--- config.mk ---
export PLATFORM = sky130hd
export DESIGN_NAME = cpu_ctrl_seq_flat
export DESIGN_NICKNAME = d
export VERILOG_FILES = /design/src/rtl/cpu_ctrl_seq_if.sv /design/src/rtl/cpu_ctrl_seq.sv /design/src/flat_wrapper.sv
export SDC_FILE = /design/constraint.sdc
export NUM_CORES = 1
export LEC_CHECK = 0
export ABC_CLOCK_PERIOD_IN_PS = 5200
export CORE_MARGIN = 2
export CORE_UTILIZATION = 34
export CTS_CLUSTER_DIAMETER = 150
export DETAILED_ROUTE_END_ITERATION = 16
export HOLD_SLACK_MARGIN = 0.06
export SETUP_SLACK_MARGIN = 0.05
export SLEW_MARGIN = 25
export SYNTH_ARGS = -nofsm -noshare
export SYNTH_HDL_FRONTEND = slang
export SYNTH_SLANG_ARGS = --single-unit
--- constraint.sdc ---
create_clock -name clk -period 5.2 [get_ports clk]
set_clock_uncertainty 0.15 [all_clocks]
set_input_delay 0.78 -clock clk [delete_from_list [all_inputs] [get_ports clk]]
set_output_delay 0.78 -clock clk [all_outputs]
set_load 0.005 [all_outputs]
--- src/rtl/cpu_ctrl_seq_if.sv ---
// Instruction-memory fetch handshake between the control sequencer (master) and imem (slave).
interface cpu_ctrl_seq_if;
    logic        imem_req;
    logic        imem_ack;
    logic [31:0] imem_rdata;

    modport master (output imem_req, input imem_ack, input imem_rdata);
    modport slave  (input imem_req, output imem_ack, output imem_rdata);
endinterface

--- src/rtl/cpu_ctrl_seq.sv ---
// Multi-cycle FETCH/DECODE/EXEC/WB sequencer for the RV32I ALU datapath.
// States: IDLE wait start | FETCH imem handshake | DECODE legality | EXEC alu | WB retire | TRAP absorbing
module cpu_ctrl_seq #(
    parameter int IMEM_TIMEOUT = 16,
    parameter int CNT_W        = 32
) (
    input  logic               clk,
    input  logic               rst,
    input  logic               i_start,
    input  logic               i_halt_req,
    cpu_ctrl_seq_if.master     imem,
    output logic [31:0]        o_ir_q,
    output logic               o_ir_we,
    output logic               o_alu_en,
    output logic               o_rf_we,
    output logic [4:0]         o_rf_waddr,
    output logic               o_pc_we,
    output logic               o_busy,
    output logic               o_trap,
    output logic [1:0]         o_trap_cause,
    output logic [2:0]         o_state,
    output logic [CNT_W-1:0]   o_retired_count
);

    localparam int WAIT_W = (IMEM_TIMEOUT < 2) ? 1 : $clog2(IMEM_TIMEOUT);
    localparam logic [WAIT_W-1:0] WAIT_LAST = WAIT_W'(IMEM_TIMEOUT - 1);

    typedef enum logic [2:0] {
        S_IDLE   = 3'd0,
        S_FETCH  = 3'd1,
        S_DECODE = 3'd2,
        S_EXEC   = 3'd3,
        S_WB     = 3'd4,
        S_TRAP   = 3'd5
    } state_t;

    state_t             r_state;
    state_t             w_next_state;
    logic [31:0]        r_ir;
    logic [WAIT_W-1:0]  r_wait_cnt;
    logic               r_halt_pending;
    logic [CNT_W-1:0]   r_retired;
    logic [1:0]         r_trap_cause;
    logic               w_legal;
    logic               w_fetch_timeout;

    always_comb begin
        w_legal = 1'b0;
        case (r_ir[6:0])
            7'b0110011: begin
                case ({r_ir[31:25], r_ir[14:12]})
                    10'b0000000_000, 10'b0100000_000, 10'b0000000_111,
                    10'b0000000_110, 10'b0000000_100: w_legal = 1'b1;
                    default: w_legal = 1'b0;
                endcase
            end
            7'b0010011: begin
                case (r_ir[14:12])
                    3'b000, 3'b111, 3'b110, 3'b100: w_legal = 1'b1;
                    default: w_legal = 1'b0;
                endcase
            end
            default: w_legal = 1'b0;
        endcase
    end

    assign w_fetch_timeout = (IMEM_TIMEOUT != 0) && (r_wait_cnt == WAIT_LAST);

    always_ff @(posedge clk or posedge rst) begin
        if (rst) r_state <= S_IDLE;
        else     r_state <= w_next_state;
    end

    always_comb begin
        w_next_state = r_state;
        case (r_state)
            S_IDLE:   if (i_start && !i_halt_req) w_next_state = S_FETCH;
            S_FETCH: begin
                // a late ack in the final allowed cycle wins over the timeout
                if (imem.imem_ack)        w_next_state = S_DECODE;
                else if (w_fetch_timeout) w_next_state = S_TRAP;
            end
            S_DECODE: w_next_state = w_legal ? S_EXEC : S_TRAP;
            S_EXEC:   w_next_state = S_WB;
            S_WB:     w_next_state = (r_halt_pending || i_halt_req) ? S_IDLE : S_FETCH;
            S_TRAP:   w_next_state = S_TRAP;
            default:  w_next_state = S_IDLE;
        endcase
    end

    always_comb begin
        imem.imem_req = 1'b0;
        o_ir_we       = 1'b0;
        o_alu_en      = 1'b0;
        o_pc_we       = 1'b0;
        o_rf_we       = 1'b0;
        case (r_state)
            S_FETCH: begin
                imem.imem_req = 1'b1;
                o_ir_we       = imem.imem_ack;
            end
            S_EXEC: o_alu_en = 1'b1;
            S_WB: begin
                o_pc_we = 1'b1;
                o_rf_we = (r_ir[11:7] != 5'd0);
            end
            default: ;
        endcase
    end

    always_ff @(posedge clk or posedge rst) begin
        if (rst) begin
            r_ir           <= 32'd0;
            r_wait_cnt     <= '0;
            r_halt_pending <= 1'b0;
            r_retired      <= '0;
            r_trap_cause   <= 2'b00;
        end else begin
            if (r_state == S_FETCH && imem.imem_ack)
                r_ir <= imem.imem_rdata;

            if (r_state == S_FETCH && !imem.imem_ack)
                r_wait_cnt <= r_wait_cnt + WAIT_W'(1);
            else
                r_wait_cnt <= '0;

            if (r_state == S_IDLE)
                r_halt_pending <= 1'b0;
            else if (r_state != S_TRAP && i_halt_req)
                r_halt_pending <= 1'b1;

            if (r_state == S_WB)
                r_retired <= r_retired + CNT_W'(1);

            if (r_state == S_FETCH && !imem.imem_ack && w_fetch_timeout)
                r_trap_cause <= 2'b10;
            else if (r_state == S_DECODE && !w_legal)
                r_trap_cause <= 2'b01;
        end
    end

    assign o_ir_q          = r_ir;
    assign o_rf_waddr      = r_ir[11:7];
    assign o_busy          = (r_state != S_IDLE) && (r_state != S_TRAP);
    assign o_trap          = (r_state == S_TRAP);
    assign o_trap_cause    = r_trap_cause;
    assign o_state         = r_state;
    assign o_retired_count = r_retired;

endmodule

--- src/flat_wrapper.sv ---
// flat-port wrapper written by rule: the top's interface ports become plain ports
module cpu_ctrl_seq_flat 
#(
    parameter int IMEM_TIMEOUT = 16,
    parameter int CNT_W        = 32
)
  (clk, rst, i_start, i_halt_req, o_ir_q, o_ir_we, o_alu_en, o_rf_we, o_rf_waddr, o_pc_we, o_busy, o_trap, o_trap_cause, o_state, o_retired_count, imem_imem_req, imem_imem_ack, imem_imem_rdata);
  cpu_ctrl_seq_if imem_i ();
  input  logic clk;
  input  logic rst;
  input  logic i_start;
  input  logic i_halt_req;
  output logic [31:0] o_ir_q;
  output logic o_ir_we;
  output logic o_alu_en;
  output logic o_rf_we;
  output logic [4:0] o_rf_waddr;
  output logic o_pc_we;
  output logic o_busy;
  output logic o_trap;
  output logic [1:0] o_trap_cause;
  output logic [2:0] o_state;
  output logic [CNT_W-1:0] o_retired_count;
  output wire logic [$bits(imem_i.imem_req)-1:0] imem_imem_req;
  input wire logic [$bits(imem_i.imem_ack)-1:0] imem_imem_ack;
  input wire logic [$bits(imem_i.imem_rdata)-1:0] imem_imem_rdata;
  assign imem_imem_req = imem_i.imem_req;
  assign imem_i.imem_ack = imem_imem_ack;
  assign imem_i.imem_rdata = imem_imem_rdata;
  cpu_ctrl_seq #(.IMEM_TIMEOUT(IMEM_TIMEOUT), .CNT_W(CNT_W)) u_core (.clk(clk), .rst(rst), .i_start(i_start), .i_halt_req(i_halt_req), .imem(imem_i), .o_ir_q(o_ir_q), .o_ir_we(o_ir_we), .o_alu_en(o_alu_en), .o_rf_we(o_rf_we), .o_rf_waddr(o_rf_waddr), .o_pc_we(o_pc_we), .o_busy(o_busy), .o_trap(o_trap), .o_trap_cause(o_trap_cause), .o_state(o_state), .o_retired_count(o_retired_count));
endmodule
==> results of run 1 <==
## worst max-delay path: stages
cell	delay, ns
clkdlybuf4s50_1	0.51
and2_1	0.14
buf_4	0.37
clkdlybuf4s50_1	0.58
## cell usage in the layout (no fill, tap or decap), types with 6 or more instances in the layout
cell type,instances
xor2_1,11
nand4_1,10
xnor2_1,21
nand2_1,20
dfrtp_1,74
nand3_1,11
mux2_2,32
nor2_1,16
inv_1,6
clkbuf_8,9
clkdlybuf4s50_1,117
## cells by family after synthesis
family / Yosys count / share of synthesized area, %
adders and majority gates: 2 / 0.764
AOI/OAI and AO/OA: 14 / 2.75
muxes: 32 / 11.0
and+or+nand+nor: 93 / 16.4
DFF: 74 / 56.5
buffers and inverters: 19 / 3.48
xor gates and xnor gates: 33 / 9.05
## power by group
group	total [mW]	leakage [nW]	switching [mW]	internal (mW)
clock network	0.379	0.0831	0.207	0.172
registers	0.884	0.950	0.147	0.736
logic	0.767	0.905	0.240	0.527
total	2.03	1.94	0.594	1.44
## routing by layer
metal  GRT usage (%)  vias up
li1                -     1165
met5               0        -
met4            4.31        0
met3            4.86        7
met1            19.8     1188
met2            23.4       76
## layout make-up
type | instances | area (um2)
fillers | 881 | 4580
inverters | 7 | 28.8
clock inverters | 5 | 31.3
flip-flops and latches | 74 | 1850
well taps | 129 | 161
clock buffers | 11 | 131
repair buffers | 119 | 1190
multi-input cells | 174 | 1310
## flip-flops by register name, summed over array words and instances, names as in the netlist
| register | count |
|---|---|
| u_core.r_halt_pending | 1 |
| u_core.o_trap_cause | 2 |
| u_core.o_ir_q | 32 |
| u_core.o_state | 3 |
| u_core.r_wait_cnt | 4 |
| u_core.o_retired_count | 32 |
## synth_stat cells (all sizes together) (4+ instances only)
| library cell | instances |
|---|---|
| dfrtp | 74 |
| xnor2 | 21 |
| buf | 11 |
| and2 | 5 |
| and4 | 4 |
| nand2 | 20 |
| inv | 7 |
| nor2 | 17 |
| xor2 | 12 |
| nor4 | 5 |
| and3 | 4 |
| nand3 | 12 |
| nand4 | 10 |
| mux2 | 32 |
| nor3 | 5 |
| o21ai | 5 |
## worst max path at each step
stage / start / to / slack [ns] / depth (start not counted)
3_3_place_gp: imem_imem_ack / o_ir_we / 1.84 / 4
4_1_cts: u_core.o_state[1] / o_ir_we / 1.82 / 4
3_5_place_dp: imem_imem_ack / o_ir_we / 1.86 / 4
2_1_floorplan: rst / u_core.o_ir_q[0] / 2.39 / 1
5_1_grt: u_core.o_state[1] / o_ir_we / 1.66 / 4
6_report: imem_imem_ack / o_ir_we / 1.87 / 4
## metrics by stage
| step | power (mW) | util [%] | hold slack [ns] | instance area [um2] |
|---|---|---|---|---|
| after CTS | 2.07 | 50.6 | 0.319 | 4700 |
| final | 2.03 | 50.6 | 0.310 | 4700 |
| after floorplan | 1.22 | - | 0.283 | 3280 |
| after global placement | 1.67 | 48.9 | 0.307 | 4540 |
| after global routing | 2.18 | 50.6 | 0.348 | 4700 |
| after detailed placement | 1.67 | 48.9 | 0.308 | 4540 |
==> metrics.md, run 1 <==
| Metric | Value |
|---|---|
| Clock period minus worst slack | `3.33 ns` |
| Min-Delay Startpoint | `u_core.r_wait_cnt[0]` |
| Final non-filler cell total | `519` |
| Max_cap viols | `0` |
| Number of synthesized flops with an enable pin | `0` |
| Area delta synth->final | `43.5%` |
| Vias per inst | `4.69` |
| Total count of hold-check failures in the final report | `0` |
| Global-route usage over all layers | `14.9%` |
| Pre-CTS WS | `1.86 ns` |
| Routed Antenna Nets | `0` |
| Fin. max-slew vios | `0` |
| YS warnings | `0` |
| Setup-failing EPs final | `0` |
| Worst skew pair latency | `0.33 ns` |
| Uppermost layer routed | `met4` |
| Fin Setup TNS | `0 ns` |
| Reg-to-reg startpoint | `u_core.o_state[2]` |
| Die Height | `102 um` |
| #FFs+latches synth | `74` |
| Via Count | `2436` |
| Cell count after synthesis | `267` |
| Syn avg cell area | `12.3 um2` |
| Post-CTS Setup Bufs | `0` |
| Mapped Area | `3280 um2` |
| Worst reg-to-reg path cell count | `5` |
| I/O Buffers | `117` |
| Core footprint | `9280 um2` |
| Gr ovfl total | `0` |
| Layout cells sized above 1 | `14.9%` |
| CTS tree | `done` |
| Gpl congestion | `0.798` |
| Status | `complete, no violations` |
| Root Driver | `clkbuf_8` |
| WL per Instance | `14.2 um` |
| H-tree levels | `3` |
| Rel. slew slack | `57.6%` |
| Async SR Flop Fraction | `100%` |
| VDD IR-drop max | `0.252 mV` |
| WP data required | `4.27 ns` |
| Leading register cell type out of synthesis | `dfrtp_1` |
| Worst R2R Setup Slack | `2.89 ns` |
| Diode count | `0` |
| Final worst slack | `1.87 ns` |
| Top post-synthesis cells by area | `dfrtp_1 57%, mux2_2 11%, xnor2_1 5.6%, xor2_1 2.9%, nand2_1 2.3%` |
| Critical Setup Path Class | `in -> out` |
| FF-to-FF End | `u_core.o_retired_count[25]` |
| Hold depth | `1` |
| Synth area leader | `dfrtp_1` |
| First-pass GRT wire length | `12.2 mm` |
| RSZ-0062 raised after global routing | `no` |
| Pre-antenna DRT Iters | `4` |
| Routed wire length on met2 | `3.43 mm` |
| Worst Hold End | `u_core.r_wait_cnt[0]` |
| Post-synthesis sequential area ratio | `56.5%` |
| Clk sink count | `74` |
| Post-Route WL | `7.36 mm` |
| Least-Margin Pin Slew | `0.636 ns` |
| LEAKAGE | `1.94 nW` |
| Critical Path Fanout Max | `35` |
| CP startpoint kind | `primary input` |
| Total CTS buffers | `9` |
| Die X | `102 um` |
| Top-area cell type share of the netlist area | `56.5%` |
| Io pins | `118` |
| DP HPWL | `5.41 mm` |
| Fmax | `0.300 GHz` |
| Hold Crit Class | `reg -> reg` |
| Initial Util | `35.3%` |
| Met3 wire len | `602 um` |
| Power density over the cells | `432 nW/um2` |
| Arrival @ worst endpoint | `2.40 ns` |
| DRC | `0` |
| Hold-fix buffers, CTS | `0` |
| Met1 Wirelength | `3.28 mm` |
| Total Die Area | `10400 um2` |
| Vias in the first global route | `2465` |
| Synth cell types | `38` |
| Final Cycle Share | `64.1%` |
| Post-Place Cells | `503` |
| 1st-iter DRT viols | `45` |
| Rows | `35` |
| Largest net degree at the start of global routing | `51` |
| CTS max path bufs | `2` |
| Initial antenna violation count | `0` |
| Syn nets | `306` |
| CP Capture Type | `output pin` |
| Resize count post-CTS | `0` |
| Clock transition at path regs | `0.08 ns` |
| Final nets | `424` |
Note: power is estimated with default switching activity, not from simulation.
==> run 2, diff against run 1 <==
Settings changed: ABC_CLOCK_PERIOD_IN_PS 5200 to 3040, PLACE_DENSITY set to 0.66.
Clock period 5.2 ns to 3.04 ns, I/O delays scaled along.
==> metrics.md, run 2 (synthesized netlist as in run 1, its figures left out) <==
| Metric | Value |
|---|---|
| Status | `complete, no violations` |
| Arrival @ worst endpoint | `2.03 ns (-0.37 ns)` |
| DRC | `0 (unchanged)` |
| H-tree levels | `3 (unchanged)` |
| Met2 GRT Util | `24.1% (+0.76 points)` |
| 1st-iter DRT viols | `53 (+18%)` |
| Layout cells sized above 1 | `15.6% (+0.73 points)` |
| Pwr Total | `3.80 mW (+87%)` |
| VDD IR-drop max | `0.533 mV (+110%)` |
| CTS max path bufs | `2 (unchanged)` |
| Vias in the first global route | `2603 (+5.6%)` |
| Root Driver | `clkbuf_8` |
| Final core occ | `51.8% (+1.1 points)` |
| Routed Antenna Nets | `0 (unchanged)` |
| CTS tree | `done` |
| Resize count post-CTS | `0 (unchanged)` |
| Crit-path cells | `nor3b_1, and2_1, clkdlybuf4s50_1` |
| Largest net degree at the start of global routing | `35 (-31%)` |
| Rows | `35 (unchanged)` |
| Total CTS buffers | `9 (unchanged)` |
| Total count of hold-check failures in the final report | `0 (unchanged)` |
| Power density over the cells | `791 nW/um2 (+83%)` |
| Final worst slack | `0.408 ns (-1.46 ns)` |
| Max_cap viols | `0 (unchanged)` |
| Total Die Area | `10400 um2 (unchanged)` |
| Design Area, Final | `4800 um2 (+2.2%)` |
| Pre-antenna DRT Iters | `4 (unchanged)` |
| Worst skew pair latency | `0.34 ns (about the same)` |
| Vias per inst | `4.72 (+0.55%)` |
| Via Count | `2454 (+0.74%)` |
| WP buf/inv | `1 (-2)` |
| Gr ovfl total | `0 (unchanged)` |
| WP data required | `2.43 ns (-1.84 ns)` |
| Least-Margin Pin Slew | `0.529 ns (-0.108 ns)` |
| Final Cycle Share | `86.6%` |
| Gpl congestion | `0.777 (-2.7%)` |
| Core footprint | `9280 um2 (unchanged)` |
| Most frequent cells in the layout | `117 x clkdlybuf4s50_1, 74 x dfrtp_1, 32 x mux2_2` |
| Area post-placement | `4560 um2 (+0.39%)` |
| Worst path slowest cell | `dfrtp_1` |
| Fmax | `0.380 GHz` |
| Post-Place Cells | `504 (+0.20%)` |
| Critical Setup Path Class | `reg -> out` |
| Fin. max-slew vios | `0 (unchanged)` |
| Busiest metal layer after global routing | `met2` |
| Rel. slew slack | `64.7% (+7.1 points)` |
| Area delta synth->final | `46.7%` |
| Global-route usage over all layers | `15.4% (+0.55 points)` |
| WL per Instance | `14.9 um (+5.1%)` |
| I/O Buffers | `117 (unchanged)` |
| Hold Crit Class | `reg -> reg` |
| Die X | `102 um (unchanged)` |
| First-pass GRT wire length | `12.5 mm (+1.9%)` |
| Io pins | `118 (unchanged)` |
| Met1 Usage GRT | `18.7% (-1.0 points)` |
| CP Capture Type | `output pin` |
| Clock period minus worst slack | `2.63 ns` |
| RSZ-0062 raised after global routing | `no` |
| LEAKAGE | `1.99 nW (+2.6%)` |
| Met3 GRT Util | `7.46% (+2.6 points)` |
| Fin Hold WS | `0.319 ns (+0.00812 ns)` |
| Post-CTS Setup Bufs | `0 (unchanged)` |
| Fin Setup TNS | `0 ns (unchanged)` |
| Commonest non-fill, non-tap cell in the layout | `clkdlybuf4s50_1` |
| Die Height | `102 um (unchanged)` |
| Diode count | `0 (unchanged)` |
| CP peak stage delay | `0.54 ns (-0.04 ns)` |
| CP startpoint kind | `register` |
| Clk sink count | `74 (unchanged)` |
| Critical Path Fanout Max | `14 (-60%)` |
| Initial Util | `35.3% (unchanged)` |
| Final nets | `425 (+0.24%)` |
| Final non-filler cell total | `520 (+0.19%)` |
| Hold-fix buffers, CTS | `0 (unchanged)` |
| Initial antenna violation count | `0 (unchanged)` |
| Setup-failing EPs final | `0 (unchanged)` |
| Pre-CTS WS | `0.778 ns (-1.09 ns)` |
| DP HPWL | `5.80 mm (+7.1%)` |
| Clock transition at path regs | `0.08 ns (about the same)` |
| Post-Route WL | `7.75 mm (+5.3%)` |
| Crit path max-delay family | `simple AND/OR/NAND/NOR gates` |
==> run 2: worst reg2reg max path: cells and delay by family, from the launching register on <==
kind / cells / cell delay [ns]
xor+xnor: 1 / 0.12
simple gates: 4 / 1.38
flops: 1 / 0.54
==> run 2: report_power, final <==
group | internal [mW] | total, mW | switching (mW)
combinational | 0.905 | 1.34 | 0.439
sequential | 1.26 | 1.52 | 0.263
clock | 0.553 | 0.937 | 0.384
==> run 2: worst paths after layout <==
| kind | from | endpoint | slack [ns] | cells after the start |
|---|---|---|---|---|
| worst max-delay path | u_core.o_state[1] | o_ir_we | 0.41 | 3 |
| worst min-delay path | u_core.o_retired_count[31] | u_core.o_retired_count[31] | 0.32 | 1 |
| worst max register to register | u_core.o_state[1] | u_core.o_retired_count[25] | 0.79 | 5 |
| worst min register to register | u_core.o_retired_count[31] | u_core.o_retired_count[31] | 0.32 | 1 |
| max in group asynchronous | rst | u_core.o_ir_q[29] | 1.70 | 3 |
| min in group asynchronous | rst | u_core.r_wait_cnt[0] | 0.33 | 2 |
==> run 2: layout make-up <==
class,count,area [um2]
fillers,861,4480
flip-flops and latches,74,1850
multi-input cells,174,1310
repair buffers,120,1210
well taps,129,161
clock inverters,7,125
clock buffers,9,124
inverters,7,26.3
==> run 2: layer usage <==
metal / vias up / wire length [um]
met2: 95 / 3590
li1: 1160 / -
met3: 5 / 796
met5: - / 0
met4: 0 / 74
met1: 1194 / 3290
==> run 3, diff against run 2 <==
Settings changed: HOLD_SLACK_MARGIN 0.06 to not set.
==> results of run 3 <==
No change in the layout: final DEF, timing and power equal those of run 2.
